**src/rtl/rec_scheduler.sv**
```systemverilog
// rec_scheduler
//   Walks a binarized frame row by row into the digit recognizer and
//   debounces the recognizer's answer across frames.
//
//   A frame_start pulse (accepted only while idle) starts a scan: each row
//   is fetched from the row source, presented on line_a (with the previous
//   row on line_b), announced with line_pulse, and held stable for SCAN_CYC
//   cycles in total. After the last row the recognizer is given SETTLE
//   cycles, then rec_num is sampled once. A digit is published only after
//   HOLD consecutive frames agree on the same recognized value.
//
// Ports
//   video_clk    in   clock, rising edge
//   rst          in   asynchronous active-high reset
//   frame_start  in   one-cycle frame request; counted as overrun while busy
//   row_valid    in   row source has row_data available
//   row_data     in   [LINE_W] binarized row
//   row_ready    out  high while waiting for a row (accepted when valid too)
//   line_a       out  [LINE_W] current row
//   line_b       out  [LINE_W] previous row, zero for row 0
//   row_idx      out  [8] index of the row on line_a
//   line_pulse   out  one-cycle strobe when line_a/line_b change
//   rec_num      in   [4] recognizer result, 4'hF = unrecognized
//   digit        out  [4] debounced digit
//   digit_valid  out  one-cycle pulse when digit changes
//   busy         out  high whenever a frame scan is in progress
//   overrun_cnt  out  [8] saturating count of frame_start pulses ignored
module rec_scheduler #(
  parameter int unsigned LINE_W   = 180,
  parameter int unsigned ROWS     = 240,
  parameter int unsigned SCAN_CYC = 184,
  parameter int unsigned SETTLE   = 4,
  parameter int unsigned HOLD     = 3
) (
  input  logic              video_clk,
  input  logic              rst,
  input  logic              frame_start,
  input  logic              row_valid,
  input  logic [LINE_W-1:0] row_data,
  output logic              row_ready,
  output logic [LINE_W-1:0] line_a,
  output logic [LINE_W-1:0] line_b,
  output logic [7:0]        row_idx,
  output logic              line_pulse,
  input  logic [3:0]        rec_num,
  output logic [3:0]        digit,
  output logic              digit_valid,
  output logic              busy,
  output logic [7:0]        overrun_cnt
);

  typedef enum logic [2:0] {
    S_IDLE,
    S_FETCH,
    S_ISSUE,
    S_SCAN,
    S_SETTLE,
    S_SAMPLE
  } state_t;

  localparam int unsigned SCAN_W  = (SCAN_CYC > 2) ? $clog2(SCAN_CYC) : 1;
  localparam int unsigned SET_W   = (SETTLE > 1) ? $clog2(SETTLE) : 1;
  localparam int unsigned MATCH_W = (HOLD > 1) ? $clog2(HOLD + 1) : 1;

  // SCAN occupies SCAN_CYC-1 cycles, counter runs 0..SCAN_CYC-2.
  localparam logic [SCAN_W-1:0]  SCAN_LAST = SCAN_W'(SCAN_CYC - 2);
  localparam logic [SET_W-1:0]   SET_LAST  = SET_W'(SETTLE - 1);
  localparam logic [7:0]         ROW_LAST  = 8'(ROWS - 1);
  localparam logic [MATCH_W-1:0] HOLD_M    = MATCH_W'(HOLD);
  localparam logic [3:0]         NO_DIGIT  = 4'hF;

  state_t              state_q, state_d;
  logic [7:0]          row_cnt_q, row_cnt_d;
  logic [SCAN_W-1:0]   scan_cnt_q, scan_cnt_d;
  logic [SET_W-1:0]    settle_cnt_q, settle_cnt_d;
  logic [LINE_W-1:0]   line_a_q, line_a_d;
  logic [LINE_W-1:0]   line_b_q, line_b_d;
  logic [7:0]          row_idx_q, row_idx_d;
  logic [MATCH_W-1:0]  match_q, match_d;
  logic [3:0]          last_q, last_d;
  logic [3:0]          digit_q, digit_d;
  logic                digit_valid_q, digit_valid_d;
  logic [7:0]          overrun_q, overrun_d;

  always_ff @(posedge video_clk or posedge rst) begin
    if (rst) begin
      state_q       <= S_IDLE;
      row_cnt_q     <= '0;
      scan_cnt_q    <= '0;
      settle_cnt_q  <= '0;
      line_a_q      <= '0;
      line_b_q      <= '0;
      row_idx_q     <= '0;
      match_q       <= '0;
      last_q        <= NO_DIGIT;
      digit_q       <= NO_DIGIT;
      digit_valid_q <= 1'b0;
      overrun_q     <= '0;
    end else begin
      state_q       <= state_d;
      row_cnt_q     <= row_cnt_d;
      scan_cnt_q    <= scan_cnt_d;
      settle_cnt_q  <= settle_cnt_d;
      line_a_q      <= line_a_d;
      line_b_q      <= line_b_d;
      row_idx_q     <= row_idx_d;
      match_q       <= match_d;
      last_q        <= last_d;
      digit_q       <= digit_d;
      digit_valid_q <= digit_valid_d;
      overrun_q     <= overrun_d;
    end
  end

  always_comb begin
    state_d       = state_q;
    row_cnt_d     = row_cnt_q;
    scan_cnt_d    = scan_cnt_q;
    settle_cnt_d  = settle_cnt_q;
    line_a_d      = line_a_q;
    line_b_d      = line_b_q;
    row_idx_d     = row_idx_q;
    match_d       = match_q;
    last_d        = last_q;
    digit_d       = digit_q;
    digit_valid_d = 1'b0;
    overrun_d     = overrun_q;

    // Any request outside IDLE (SAMPLE included) is dropped and counted.
    if (frame_start && (state_q != S_IDLE) && (overrun_q != 8'hFF)) begin
      overrun_d = overrun_q + 8'd1;
    end

    unique case (state_q)
      S_IDLE: begin
        if (frame_start) begin
          state_d   = S_FETCH;
          row_cnt_d = '0;
          line_b_d  = '0;
        end
      end
      S_FETCH: begin
        if (row_valid) begin
          // line_a still holds the previous frame's last row when row 0
          // arrives, so row 0 pairs with zeros instead.
          line_b_d  = (row_cnt_q == 8'd0) ? '0 : line_a_q;
          line_a_d  = row_data;
          row_idx_d = row_cnt_q;
          state_d   = S_ISSUE;
        end
      end
      S_ISSUE: begin
        scan_cnt_d = '0;
        state_d    = S_SCAN;
      end
      S_SCAN: begin
        if (scan_cnt_q == SCAN_LAST) begin
          if (row_cnt_q == ROW_LAST) begin
            settle_cnt_d = '0;
            state_d      = S_SETTLE;
          end else begin
            row_cnt_d = row_cnt_q + 8'd1;
            state_d   = S_FETCH;
          end
        end else begin
          scan_cnt_d = scan_cnt_q + SCAN_W'(1);
        end
      end
      S_SETTLE: begin
        if (settle_cnt_q == SET_LAST) begin
          state_d = S_SAMPLE;
        end else begin
          settle_cnt_d = settle_cnt_q + SET_W'(1);
        end
      end
      S_SAMPLE: begin
        state_d = S_IDLE;
        if (rec_num == last_q) begin
          if (match_q != HOLD_M) begin
            match_d = match_q + MATCH_W'(1);
          end
        end else begin
          match_d = MATCH_W'(1);
          last_d  = rec_num;
        end
        if ((match_d == HOLD_M) && (last_d != NO_DIGIT) && (last_d != digit_q)) begin
          digit_d       = last_d;
          digit_valid_d = 1'b1;
        end
      end
      default: state_d = S_IDLE;
    endcase
  end

  assign row_ready   = (state_q == S_FETCH);
  assign line_pulse  = (state_q == S_ISSUE);
  assign busy        = (state_q != S_IDLE);
  assign line_a      = line_a_q;
  assign line_b      = line_b_q;
  assign row_idx     = row_idx_q;
  assign digit       = digit_q;
  assign digit_valid = digit_valid_q;
  assign overrun_cnt = overrun_q;

endmodule
```
**config.mk**
```make
export PLATFORM = sky130hd
export DESIGN_NAME = rec_scheduler
export DESIGN_NICKNAME = d
export VERILOG_FILES = /design/src/rtl/rec_scheduler.sv
export SDC_FILE = /design/constraint.sdc
export NUM_CORES = 1
export LEC_CHECK = 0
export ABC_AREA = 1
export BUFFER_PORTS_ARGS = -buffer_cell sky130_fd_sc_hd__buf_2
export CORE_MARGIN = 8
export CORE_UTILIZATION = 34
export DETAILED_ROUTE_END_ITERATION = 10
export GPL_TIMING_DRIVEN = 0
export PLACE_DENSITY = 0.65
export SYNTH_ARGS = -nofsm -noshare
export SYNTH_HDL_FRONTEND = slang
export SYNTH_SLANG_ARGS = --single-unit
```
**constraint.sdc**
```tcl
create_clock -name video_clk -period 20.2 [get_ports video_clk]
set_input_delay 2.02 -clock video_clk [delete_from_list [all_inputs] [get_ports video_clk]]
set_output_delay 2.02 -clock video_clk [all_outputs]
set_load 0.02 [all_outputs]
```
==> reports/results.txt <==
leakage - 11.03 nW
Area Growth Syn to Fin - 31.97%
DIE WIDTH - 236.2 µm
die height - 236.2 µm
clk buf depth - 3
Top FF cell, synth - dfrtp_1
Die ar. - 55,770 µm²
crit-path cells - inv_2 > nand3_1 > inv_1 > buf_2
WP data required - 18,180 ps
wire length of the first global-routing pass - 82,370 µm
layout cell share with drive strength beyond 1 - 41.28%
dpl cells - 2,701
clk root buf - clkbuf_16
Port Buf Inserts - 571
P_sw - 1.493 mW
total track usage - 18.52%
CTS Buf Count - 45
CTS tree - done
# hold bufs at CTS - 0
mapped cell area - 16,480 µm²
Crit-path slowest cell - dfrtp_1
f_max - 0.2705 GHz
Yosys top cell area share - 60.74%
number of synthesized register bits - 408
largest family of logic cells by synthesized area - simple AND/OR/NAND/NOR gates
Post-synth top cells - 478 x nand2_1, 400 x dfrtp_1, 151 x mux2_2
Final Net Count - 2,327
Final GP Congestion - 0.8764
wirelength, routed - 53,570 µm
CP Launch Type - flop
Std-Cell Rows - 80
Tightest Hold Check Type - reg -> reg
DR vias - 13,390
critical path's top delay family - buffers and inverters
number of flops mapped to enable cells by yosys - 0
Pwr Total - 3.605 mW
Pre-Repair DR Iteration Count - 6
post-route setup slack - 16,500 ps
Worst-path clk slew - 60 ps
Gate power share - 40.3%
Max-Cap Viols - 0
crit-path max FO - 6
internal power - 2.112 mW
share of power burned in registers - 36.4%
mux contribution to synthesized area - 12.44%
Clock Latency Late Sink - 560 ps
Synth area leaders - dfrtp_1 61%, nand2_1 11%, mux2_2 10%, o21ai_0 3.2%, o21ai_1 2.7%
Synth Area in Simple Gates - 13.44%
Warnings, synthesis - 0
TritonCTS Sinks - 408
setup slack at placement - 16,410 ps
Post-Layout Cell Count - 2,789
CTS resizes - 0
Vias per Instance - 4.801
Final Max Slew Viols - 0
Switching Fraction - 41.41%
FFs w/ async S/R, synth - 100.0%
# setup viols final - 0
setup repair after global routing missed its margin - false
pwr/cell area - 165.8 nW/µm²
post-CTS setup buffer count - 0
DRC - 0
clock skew - 16.87 ps
post-route ant nets - 0
Hold WS - 477.6 ps
initial antenna violation count - 7
xor and xnor area share after synthesis - 0.5315%
core footprint - 47,750 µm²
Adder-Cell Fraction of Synth Area - 0.4555%
vias in the first global route - 13,720
worst-margin pin slew - 1001 ps
CTS HTree Levels - 2
Avg Inst Size Synth - 10.90 µm²
CP endpoint kind - output port
routed len/inst - 19.21 µm
Final Cycle Share - 18.30%
Fin Setup TNS - 0 ps
post-synthesis compound-gate area fraction - 6.841%
most frequent cell after synthesis - nand2_1
post-layout min period - 3697 ps
io pins - 572
Post-Syn Nets - 1,706
largest area contributor in the netlist - dfrtp_1
largest net degree at the start of global routing - 118
grt ovf - 0
Slew HR - 33.29%
CP Buf/Inv Count - 3
sequential cell area fraction in the yosys report - 62.02%
Yosys cell types - 35
clock group share of total power - 23.3%
worst vdd ir - 0.00009163 V
Mapped Cells - 1,512
DRT iter0 DRCs - 727
crit path DAT - 1680 ps
Hold Fails Final Rpt - 0
critical setup path kind - reg -> out
HPWL Detailed - 41,380 µm
Critical Path Max Stage Delay - 450 ps
status - completed
initial core utilization - 34.52%
-- area by class of cell --
class	instances	area [µm²]
Fill cell	4518	26000
Sequential cell	408	10220
Multi-Input combinational cell	972	5554
Timing Repair Buffer	574	2940
Clock buffer	67	1351
Tap cell	615	769.5
Buffer	82	518.0
Inverter	50	195.2
Clock inverter	15	185.2
Antenna cell	6	15.01
-- state kept, by name, summed over array words and instances, names as in the netlist --
| signal | flops |
|---|---|
| line_a | 180 |
| overrun_cnt | 8 |
| digit | 4 |
| state_q | 3 |
| scan_cnt_q | 8 |
| row_idx | 8 |
| last_q | 4 |
| line_b | 180 |
| settle_cnt_q | 2 |
| digit_valid | 1 |
| match_q | 2 |
| row_cnt_q | 8 |
-- worst paths after layout --
check / from / endpoint / slack [ps] / cells after the start
setup / recovery: state_q[2]$_DFFE_PP0P_ / line_pulse / 16500 / 4
hold / removal: line_b[24]$_DFFE_PP0P_ / line_b[24]$_DFFE_PP0P_ / 480 / 2
setup reg to reg: row_cnt_q[0]$_DFFE_PP0P_ / line_b[79]$_DFFE_PP0P_ / 17520 / 8
hold reg to reg: line_b[24]$_DFFE_PP0P_ / line_b[24]$_DFFE_PP0P_ / 480 / 2
max in group asynchronous: rst / line_b[99]$_DFFE_PP0P_ / 17230 / 4
min in group asynchronous: rst / line_b[164]$_DFFE_PP0P_ / 1570 / 2
-- layout by cell type, fill, tap and decap left out, drive strengths merged, types with 9 or more instances in the layout --
cell type / count
nand3: 28
clkinv: 9
mux2: 182
nor2: 31
nand2: 483
dfrtp: 400
nand4: 11
inv: 51
o21ai: 206
buf: 628
clkbuf: 95
-- power by group through the flow --
stage	sequential (mW)	combinational, mW	clock (mW)
6_report	1.31	1.45	0.842
5_1_grt	1.35	1.56	0.892
4_1_cts	1.31	1.48	0.861
3_5_place_dp	1.32	1.47	0
3_3_place_gp	1.31	1.45	0
2_1_floorplan	1.60	0.583	0
-- tightest hold or removal path: stages, from the launching register on --
cell     delay (ps)
dfrtp_1         330
nand2_1          50
o21ai_0          60
-- through the flow --
step,utilization (%),instance area [µm²]
detailed placement,42.30,20200
floorplan,-,16480
CTS,45.52,21730
global placement,42.11,20110
global route,45.55,21750
finish,45.55,21750
-- layer usage --
layer / global-route usage (%) / part of all wire, % / vias to the layer above / wire length, µm
met5: 0 / 0.049 / - / 26
met4: 7.414 / 3.8 / 4 / 2059
li1: - / - / 6233 / -
met1: 21.84 / 40 / 6562 / 21310
met3: 5.235 / 7.1 / 109 / 3820
met2: 31.67 / 49 / 483 / 26350
-- cells by family after synthesis --
group                    Yosys count
AND/OR/NAND/NOR                  560
flip-flops                       408
AO/OA/AOI/OAI                    214
multiplexers                     182
buffers and inverters            132
XOR/XNOR                          10
adder cells (fa/ha/maj)            6
Note: power is estimated with default switching activity, not from simulation.
